==> src/rtl/data_mem_ctrl_pkg.sv <==
// Shared definitions for the data-RAM load/store sequencer: state encoding,
// default widths and the wait-counter sizing helper.
package data_mem_ctrl_pkg;

    typedef enum logic [1:0] {
        ST_IDLE  = 2'd0,
        ST_WRITE = 2'd1,
        ST_READ  = 2'd2,
        ST_DONE  = 2'd3
    } state_e;

    localparam int DEF_ADDR_W  = 8;
    localparam int DEF_DATA_W  = 8;
    localparam int DEF_TIMEOUT = 15;

    // Counter must hold TIMEOUT and never be narrower than 4 bits.
    function automatic int wait_cnt_w(input int limit);
        int w;
        w = $clog2(limit + 1);
        return (w < 4) ? 4 : w;
    endfunction

endpackage

==> src/rtl/data_mem_ctrl_if.sv <==
// Bundles the core-side request/response signals and the data-RAM port.
// slave = the sequencer; master = core plus RAM environment.
interface data_mem_ctrl_if import data_mem_ctrl_pkg::*; #(
    parameter int ADDR_W = DEF_ADDR_W,
    parameter int DATA_W = DEF_DATA_W
);
    logic              req;
    logic              we;
    logic              ind;
    logic [ADDR_W-1:0] addr;
    logic [DATA_W-1:0] wdata;
    logic              ready;
    logic              ack;
    logic [DATA_W-1:0] rdata;
    logic              err;

    logic              ram_writeEnable;
    logic              ram_readEnable;
    logic              ram_indirect;
    logic [ADDR_W-1:0] ram_addr;
    logic [DATA_W-1:0] ram_writeData;
    logic              ram_dataReady;
    logic [DATA_W-1:0] ram_readData;

    modport slave (
        input  req, we, ind, addr, wdata, ram_dataReady, ram_readData,
        output ready, ack, rdata, err,
               ram_writeEnable, ram_readEnable, ram_indirect, ram_addr, ram_writeData
    );

    modport master (
        output req, we, ind, addr, wdata, ram_dataReady, ram_readData,
        input  ready, ack, rdata, err,
               ram_writeEnable, ram_readEnable, ram_indirect, ram_addr, ram_writeData
    );
endinterface

==> src/rtl/data_mem_ctrl_mem_wait_timer.sv <==
// Load wait counter: cleared on READ entry, counts READ cycles; expired marks
// the final READ cycle allowed before the load is abandoned.
module data_mem_ctrl_mem_wait_timer import data_mem_ctrl_pkg::*; #(
    parameter int LIMIT = DEF_TIMEOUT
) (
    input  logic clk,
    input  logic clr,
    input  logic load,
    input  logic count,
    output logic expired
);
    localparam int CW = wait_cnt_w(LIMIT);

    logic [CW-1:0] cnt_q, cnt_d;

    always_comb begin
        cnt_d = cnt_q;
        if (load) begin
            cnt_d = '0;
        end else if (count) begin
            cnt_d = cnt_q + 1'b1;
        end
    end

    always_ff @(posedge clk or posedge clr) begin
        if (clr) begin
            cnt_q <= '0;
        end else begin
            cnt_q <= cnt_d;
        end
    end

    // cnt_q counts completed READ cycles, so this cycle is number cnt_q+1.
    assign expired = ((32'(cnt_q) + 32'd1) >= 32'(LIMIT));

endmodule

==> src/rtl/data_mem_ctrl.sv <==
// Load/store sequencer driving the data-RAM port; one request per >=3 cycles.
// Optional load watchdog enabled by defining DATA_MEM_CTRL_TIMEOUT_EN.
module data_mem_ctrl import data_mem_ctrl_pkg::*; #(
    parameter int ADDR_W  = DEF_ADDR_W,
    parameter int DATA_W  = DEF_DATA_W,
    parameter int TIMEOUT = DEF_TIMEOUT
) (
    input  logic             clk,
    input  logic             clr,
    data_mem_ctrl_if.slave   bus
);
    state_e            state_q, state_d;
    logic              ind_q, ind_d;
    logic [ADDR_W-1:0] addr_q, addr_d;
    logic [DATA_W-1:0] wdata_q, wdata_d;
    logic [DATA_W-1:0] rdata_q, rdata_d;
    logic              ready_q, ready_d;
    logic              ack_q, ack_d;
    logic              err_q, err_d;
    logic              wen_q, wen_d;
    logic              ren_q, ren_d;
    logic              rind_q, rind_d;
    logic              timed_out;

`ifdef DATA_MEM_CTRL_TIMEOUT_EN
    logic tmr_load, tmr_count, tmr_expired;

    assign tmr_load  = (state_q != ST_READ) && (state_d == ST_READ);
    assign tmr_count = (state_q == ST_READ);

    data_mem_ctrl_mem_wait_timer #(.LIMIT(TIMEOUT)) u_wait_timer (
        .clk     (clk),
        .clr     (clr),
        .load    (tmr_load),
        .count   (tmr_count),
        .expired (tmr_expired)
    );

    assign timed_out = tmr_expired;
`else
    logic unused_timeout;
    assign unused_timeout = (TIMEOUT == 0);
    assign timed_out      = 1'b0;
`endif

    always_comb begin
        state_d = state_q;
        ind_d   = ind_q;
        addr_d  = addr_q;
        wdata_d = wdata_q;
        rdata_d = rdata_q;
        err_d   = 1'b0;

        case (state_q)
            ST_IDLE: begin
                if (bus.req) begin
                    ind_d   = bus.ind & ~bus.we;
                    addr_d  = bus.addr;
                    wdata_d = bus.wdata;
                    state_d = bus.we ? ST_WRITE : ST_READ;
                end
            end
            ST_WRITE: state_d = ST_DONE;
            ST_READ: begin
                // A response arriving in the last permitted cycle still wins.
                if (bus.ram_dataReady) begin
                    rdata_d = bus.ram_readData;
                    state_d = ST_DONE;
                end else if (timed_out) begin
                    err_d   = 1'b1;
                    state_d = ST_DONE;
                end
            end
            ST_DONE: state_d = ST_IDLE;
            default: state_d = ST_IDLE;
        endcase

        ready_d = (state_d == ST_IDLE);
        ack_d   = (state_d == ST_DONE);
        wen_d   = (state_d == ST_WRITE);
        ren_d   = (state_d == ST_READ);
        rind_d  = (state_d == ST_READ) && ind_d;
    end

    always_ff @(posedge clk or posedge clr) begin
        if (clr) begin
            state_q <= ST_IDLE;
            ind_q   <= 1'b0;
            addr_q  <= '0;
            wdata_q <= '0;
            rdata_q <= '0;
            ready_q <= 1'b1;
            ack_q   <= 1'b0;
            err_q   <= 1'b0;
            wen_q   <= 1'b0;
            ren_q   <= 1'b0;
            rind_q  <= 1'b0;
        end else begin
            state_q <= state_d;
            ind_q   <= ind_d;
            addr_q  <= addr_d;
            wdata_q <= wdata_d;
            rdata_q <= rdata_d;
            ready_q <= ready_d;
            ack_q   <= ack_d;
            err_q   <= err_d;
            wen_q   <= wen_d;
            ren_q   <= ren_d;
            rind_q  <= rind_d;
        end
    end

    assign bus.ready           = ready_q;
    assign bus.ack             = ack_q;
    assign bus.rdata           = rdata_q;
    assign bus.err             = err_q;
    assign bus.ram_writeEnable = wen_q;
    assign bus.ram_readEnable  = ren_q;
    assign bus.ram_indirect    = rind_q;
    assign bus.ram_addr        = addr_q;
    assign bus.ram_writeData   = wdata_q;

endmodule

==> src/flat_wrapper.sv <==
// flat-port wrapper written by rule: the top's interface ports become plain ports
module data_mem_ctrl_flat import data_mem_ctrl_pkg::*;
#(
    parameter int ADDR_W  = DEF_ADDR_W,
    parameter int DATA_W  = DEF_DATA_W,
    parameter int TIMEOUT = DEF_TIMEOUT
)
  (clk, clr, bus_req, bus_we, bus_ind, bus_addr, bus_wdata, bus_ram_dataReady, bus_ram_readData, bus_ready, bus_ack, bus_rdata, bus_err, bus_ram_writeEnable, bus_ram_readEnable, bus_ram_indirect, bus_ram_addr, bus_ram_writeData);
  data_mem_ctrl_if #(.ADDR_W(ADDR_W), .DATA_W(DATA_W)) bus_i ();
  input  logic clk;
  input  logic clr;
  input wire logic [$bits(bus_i.req)-1:0] bus_req;
  input wire logic [$bits(bus_i.we)-1:0] bus_we;
  input wire logic [$bits(bus_i.ind)-1:0] bus_ind;
  input wire logic [$bits(bus_i.addr)-1:0] bus_addr;
  input wire logic [$bits(bus_i.wdata)-1:0] bus_wdata;
  input wire logic [$bits(bus_i.ram_dataReady)-1:0] bus_ram_dataReady;
  input wire logic [$bits(bus_i.ram_readData)-1:0] bus_ram_readData;
  output wire logic [$bits(bus_i.ready)-1:0] bus_ready;
  output wire logic [$bits(bus_i.ack)-1:0] bus_ack;
  output wire logic [$bits(bus_i.rdata)-1:0] bus_rdata;
  output wire logic [$bits(bus_i.err)-1:0] bus_err;
  output wire logic [$bits(bus_i.ram_writeEnable)-1:0] bus_ram_writeEnable;
  output wire logic [$bits(bus_i.ram_readEnable)-1:0] bus_ram_readEnable;
  output wire logic [$bits(bus_i.ram_indirect)-1:0] bus_ram_indirect;
  output wire logic [$bits(bus_i.ram_addr)-1:0] bus_ram_addr;
  output wire logic [$bits(bus_i.ram_writeData)-1:0] bus_ram_writeData;
  assign bus_i.req = bus_req;
  assign bus_i.we = bus_we;
  assign bus_i.ind = bus_ind;
  assign bus_i.addr = bus_addr;
  assign bus_i.wdata = bus_wdata;
  assign bus_i.ram_dataReady = bus_ram_dataReady;
  assign bus_i.ram_readData = bus_ram_readData;
  assign bus_ready = bus_i.ready;
  assign bus_ack = bus_i.ack;
  assign bus_rdata = bus_i.rdata;
  assign bus_err = bus_i.err;
  assign bus_ram_writeEnable = bus_i.ram_writeEnable;
  assign bus_ram_readEnable = bus_i.ram_readEnable;
  assign bus_ram_indirect = bus_i.ram_indirect;
  assign bus_ram_addr = bus_i.ram_addr;
  assign bus_ram_writeData = bus_i.ram_writeData;
  data_mem_ctrl #(.ADDR_W(ADDR_W), .DATA_W(DATA_W), .TIMEOUT(TIMEOUT)) u_core (.clk(clk), .clr(clr), .bus(bus_i));
endmodule
==> config.mk <==
export PLATFORM = sky130hd
export DESIGN_NAME = data_mem_ctrl_flat
export DESIGN_NICKNAME = d
export VERILOG_FILES = /design/src/rtl/data_mem_ctrl_pkg.sv /design/src/rtl/data_mem_ctrl_if.sv /design/src/rtl/data_mem_ctrl_mem_wait_timer.sv /design/src/rtl/data_mem_ctrl.sv /design/src/flat_wrapper.sv
export SDC_FILE = /design/constraint.sdc
export NUM_CORES = 1
export LEC_CHECK = 0
export CAP_MARGIN = 20
export CORE_MARGIN = 2
export CORE_UTILIZATION = 30
export DETAILED_ROUTE_END_ITERATION = 8
export PLACE_DENSITY_LB_ADDON = 0.05
export SYNTH_ARGS = -nofsm -noshare
export SYNTH_HDL_FRONTEND = slang
export SYNTH_SLANG_ARGS = --single-unit
==> constraint.sdc <==
create_clock -name clk -period 1.96 [get_ports clk]
set_input_delay 0.588 -clock clk [delete_from_list [all_inputs] [get_ports clk]]
set_output_delay 0.588 -clock clk [all_outputs]
set_load 0.005 [all_outputs]
==> flow_summary.json <==
{
  "r2r_start": "u_core.state_q[0]$_DFF_PP0_",
  "yosysSeqAreaShare": 0.624,
  "grt_max_degree": 33,
  "min_to": "u_core.ind_q$_DFF_PP0_",
  "wire_per_inst_um": 13.6,
  "fin_skew_ns": 0.00669,
  "cpPeakStageDelay_ns": 0.52,
  "clock_latency_ns": 0.28,
  "slew_viol_final": 0,
  "ctsHoldBuffers": 0,
  "critPathTopFamily": "flip-flops",
  "grt_usage": 0.125,
  "synth_nets": 119,
  "gp_congestion": 0.719,
  "numCtsBuffers": 5,
  "startpoint_type": "register",
  "ant_nets": 0,
  "mostFrequentLayoutCells": "clkdlybuf4s50_1, dfrtp_1, mux2_2",
  "hp-class": "register to register",
  "clkSinkCount": 32,
  "drcViolationCount": 0,
  "worstPathMaxFanout": 1,
  "netlist_area_sq_mm": 0.00129,
  "dp.cells": 194,
  "yosysWarningCount": 0,
  "netlist-cell-type-count": 21,
  "grt_pass1_wl_um": 4610,
  "crit_type": "register to primary output",
  "start_util": 0.317,
  "cts_tree": "done",
  "root_buffer": "clkbuf_8",
  "timing.final.crit_share": 0.960,
  "vias": 890,
  "htree_levels": 2,
  "die_y_um": 69.5,
  "r2r_cells": 4,
  "min_from": "u_core.ind_q$_DFF_PP0_",
  "final_util": 0.501,
  "rsz0062_at_grt": "false",
  "wl_um": 2760,
  "antenna_cells": 0,
  "synth_top_area_cell": "dfrtp_1",
  "placeableCoreArea_sq_mm": 0.00406,
  "rows": 23,
  "finalSetupTns_ns": 0,
  "numPortBuffers": 58,
  "final_common_cell": "clkdlybuf4s50_1",
  "ios": 60,
  "yosysTopAreaCellShare": 0.603,
  "die_area_sq_mm": 0.00483,
  "cp_num_buf_inv": 1,
  "critPathSlowestCell": "dfstp_2",
  "reg2reg_setup_slack_ns": 0.53,
  "antenna_found_initial": 0,
  "peakVddDrop_mv": 0.634,
  "cp-end-kind": "primary output",
  "drtPass1Iterations": 4,
  "clock.fmax_mhz": 531,
  "power_density_mw_per_mm2": 1500,
  "final_nets": 184,
  "grt_overflow": 0,
  "fin_cells": 202,
  "setup_violations": 0,
  "grt_pass1_vias": 961,
  "critPathRequiredTime_ns": 1.37,
  "vias_per_cell": 4.41,
  "areaGrowthSynthToFinish_pct": 58.0,
  "drv_cap": 0,
  "dieWidth_um": 69.5,
  "finalCriticalPeriod_ns": 1.88,
  "crit_chain": "clkdlybuf4s50_1",
  "clkTransAtPathRegs_ns": 0.06,
  "crit_arrival_ns": 1.29,
  "clockBufferDepth": 2,
  "ctsResizeCount": 0,
  "hold_slack_ns": 0.475,
  "status": "finished clean",
  "syn_area_per_cell_sq_um": 15.0,
  "synthCells": 86,
  "initialDrtViolationCount": 17,
  "hold_viol": 0,
  "dpl.hpwl_um": 1980,
  "synth_seq_cells": 32,
  "synthTopCellsByArea": "dfrtp_1, mux2_2, ha_1",
  "drive_above_1_share": 0.237,
  "hold-path-cell-count": 2,
  "p_leak_uw": 0.000878,
  "post_cts_buffers": 0,
  "p_total_uw": 3050,
  "r2r_end": "u_core.bus.rdata[7]$_DFFE_PP0P_"
}
==> worst max-delay path by stage <==
stage	startpoint	to	cells after the start
floorplan	u_core.state_q[0]$_DFF_PP0_	u_core.bus.ram_addr[0]$_DFFE_PP0P_	5
global placement	bus_req	u_core.bus.ram_indirect$_DFF_PP0_	4
detailed placement	bus_req	u_core.bus.ready$_DFF_PP1_	4
CTS	u_core.bus.ready$_DFF_PP1_	bus_ready	1
global route	u_core.bus.ready$_DFF_PP1_	bus_ready	1
finish	u_core.bus.ready$_DFF_PP1_	bus_ready	1
==> Yosys cell counts <==
library cell  count
dfrtp_1          31
mux2_2           24
inv_1             5
nand2_1           4
ha_1              3
nor2b_1           3
a21oi_1           2
a21boi_1          1
a221oi_1          1
buf_4             1
buf_6             1
conb_1            1
dfstp_2           1
mux2i_1           1
nand2_2           1
nand4b_1          1
nor2_1            1
nor3b_1           1
o211a_1           1
o21ai_2           1
o22ai_4           1
==> cells by family after synthesis <==
group,share of synthesized area
flops,0.624
mux,0.218
simple gates,0.0467
compound gates,0.0506
buf+inv,0.0292
fa+ha+maj,0.0292
other cells,0.00292
==> layer usage <==
| metal | share of wire | GRT usage | routed length, um | up-vias |
|---|---|---|---|---|
| met5 | 0 | 0 | 0 | - |
| li1 | - | - | - | 423 |
| met3 | 0.069 | 0.0451 | 190 | 6 |
| met2 | 0.48 | 0.191 | 1320 | 42 |
| met4 | 0.020 | 0.0654 | 56 | 0 |
| met1 | 0.43 | 0.155 | 1190 | 419 |
==> sequential cells by signal, summed over array words and instances, names as in the netlist <==
signal                      count
u_core.bus.ram_addr             8
u_core.bus.ram_indirect         1
u_core.bus.rdata                8
u_core.bus.ram_writeEnable      1
u_core.ind_q                    1
u_core.bus.ack                  1
u_core.bus.ram_readEnable       1
u_core.bus.ready                1
u_core.state_q                  2
u_core.bus.ram_writeData        8
==> stage by stage <==
step	instance area, sq um	setup slack [ns]
2_1_floorplan	1290	0.601
3_3_place_gp	1950	0.0709
3_5_place_dp	1950	0.0303
4_1_cts	2030	0.0667
5_1_grt	2030	0.0494
6_report	2030	0.0778
==> area by class of cell <==
cell class,instances,area [sq um]
clock inverter,1,5.00
multi-input combinational,47,447
sequential,32,802
tap,50,62.6
clock buffer,7,76.3
fill,371,2030
timing repair buffer,60,621
inverter,5,18.8
==> power by group <==
group / total (uW) / internal (uW) / switching, uW / leakage [uW]
combinational: 1420 / 931 / 491 / 0.000453
sequential: 1150 / 1000 / 151 / 0.000383
clock: 472 / 248 / 224 / 0.0000422
(Power assumes the default switching activity.)
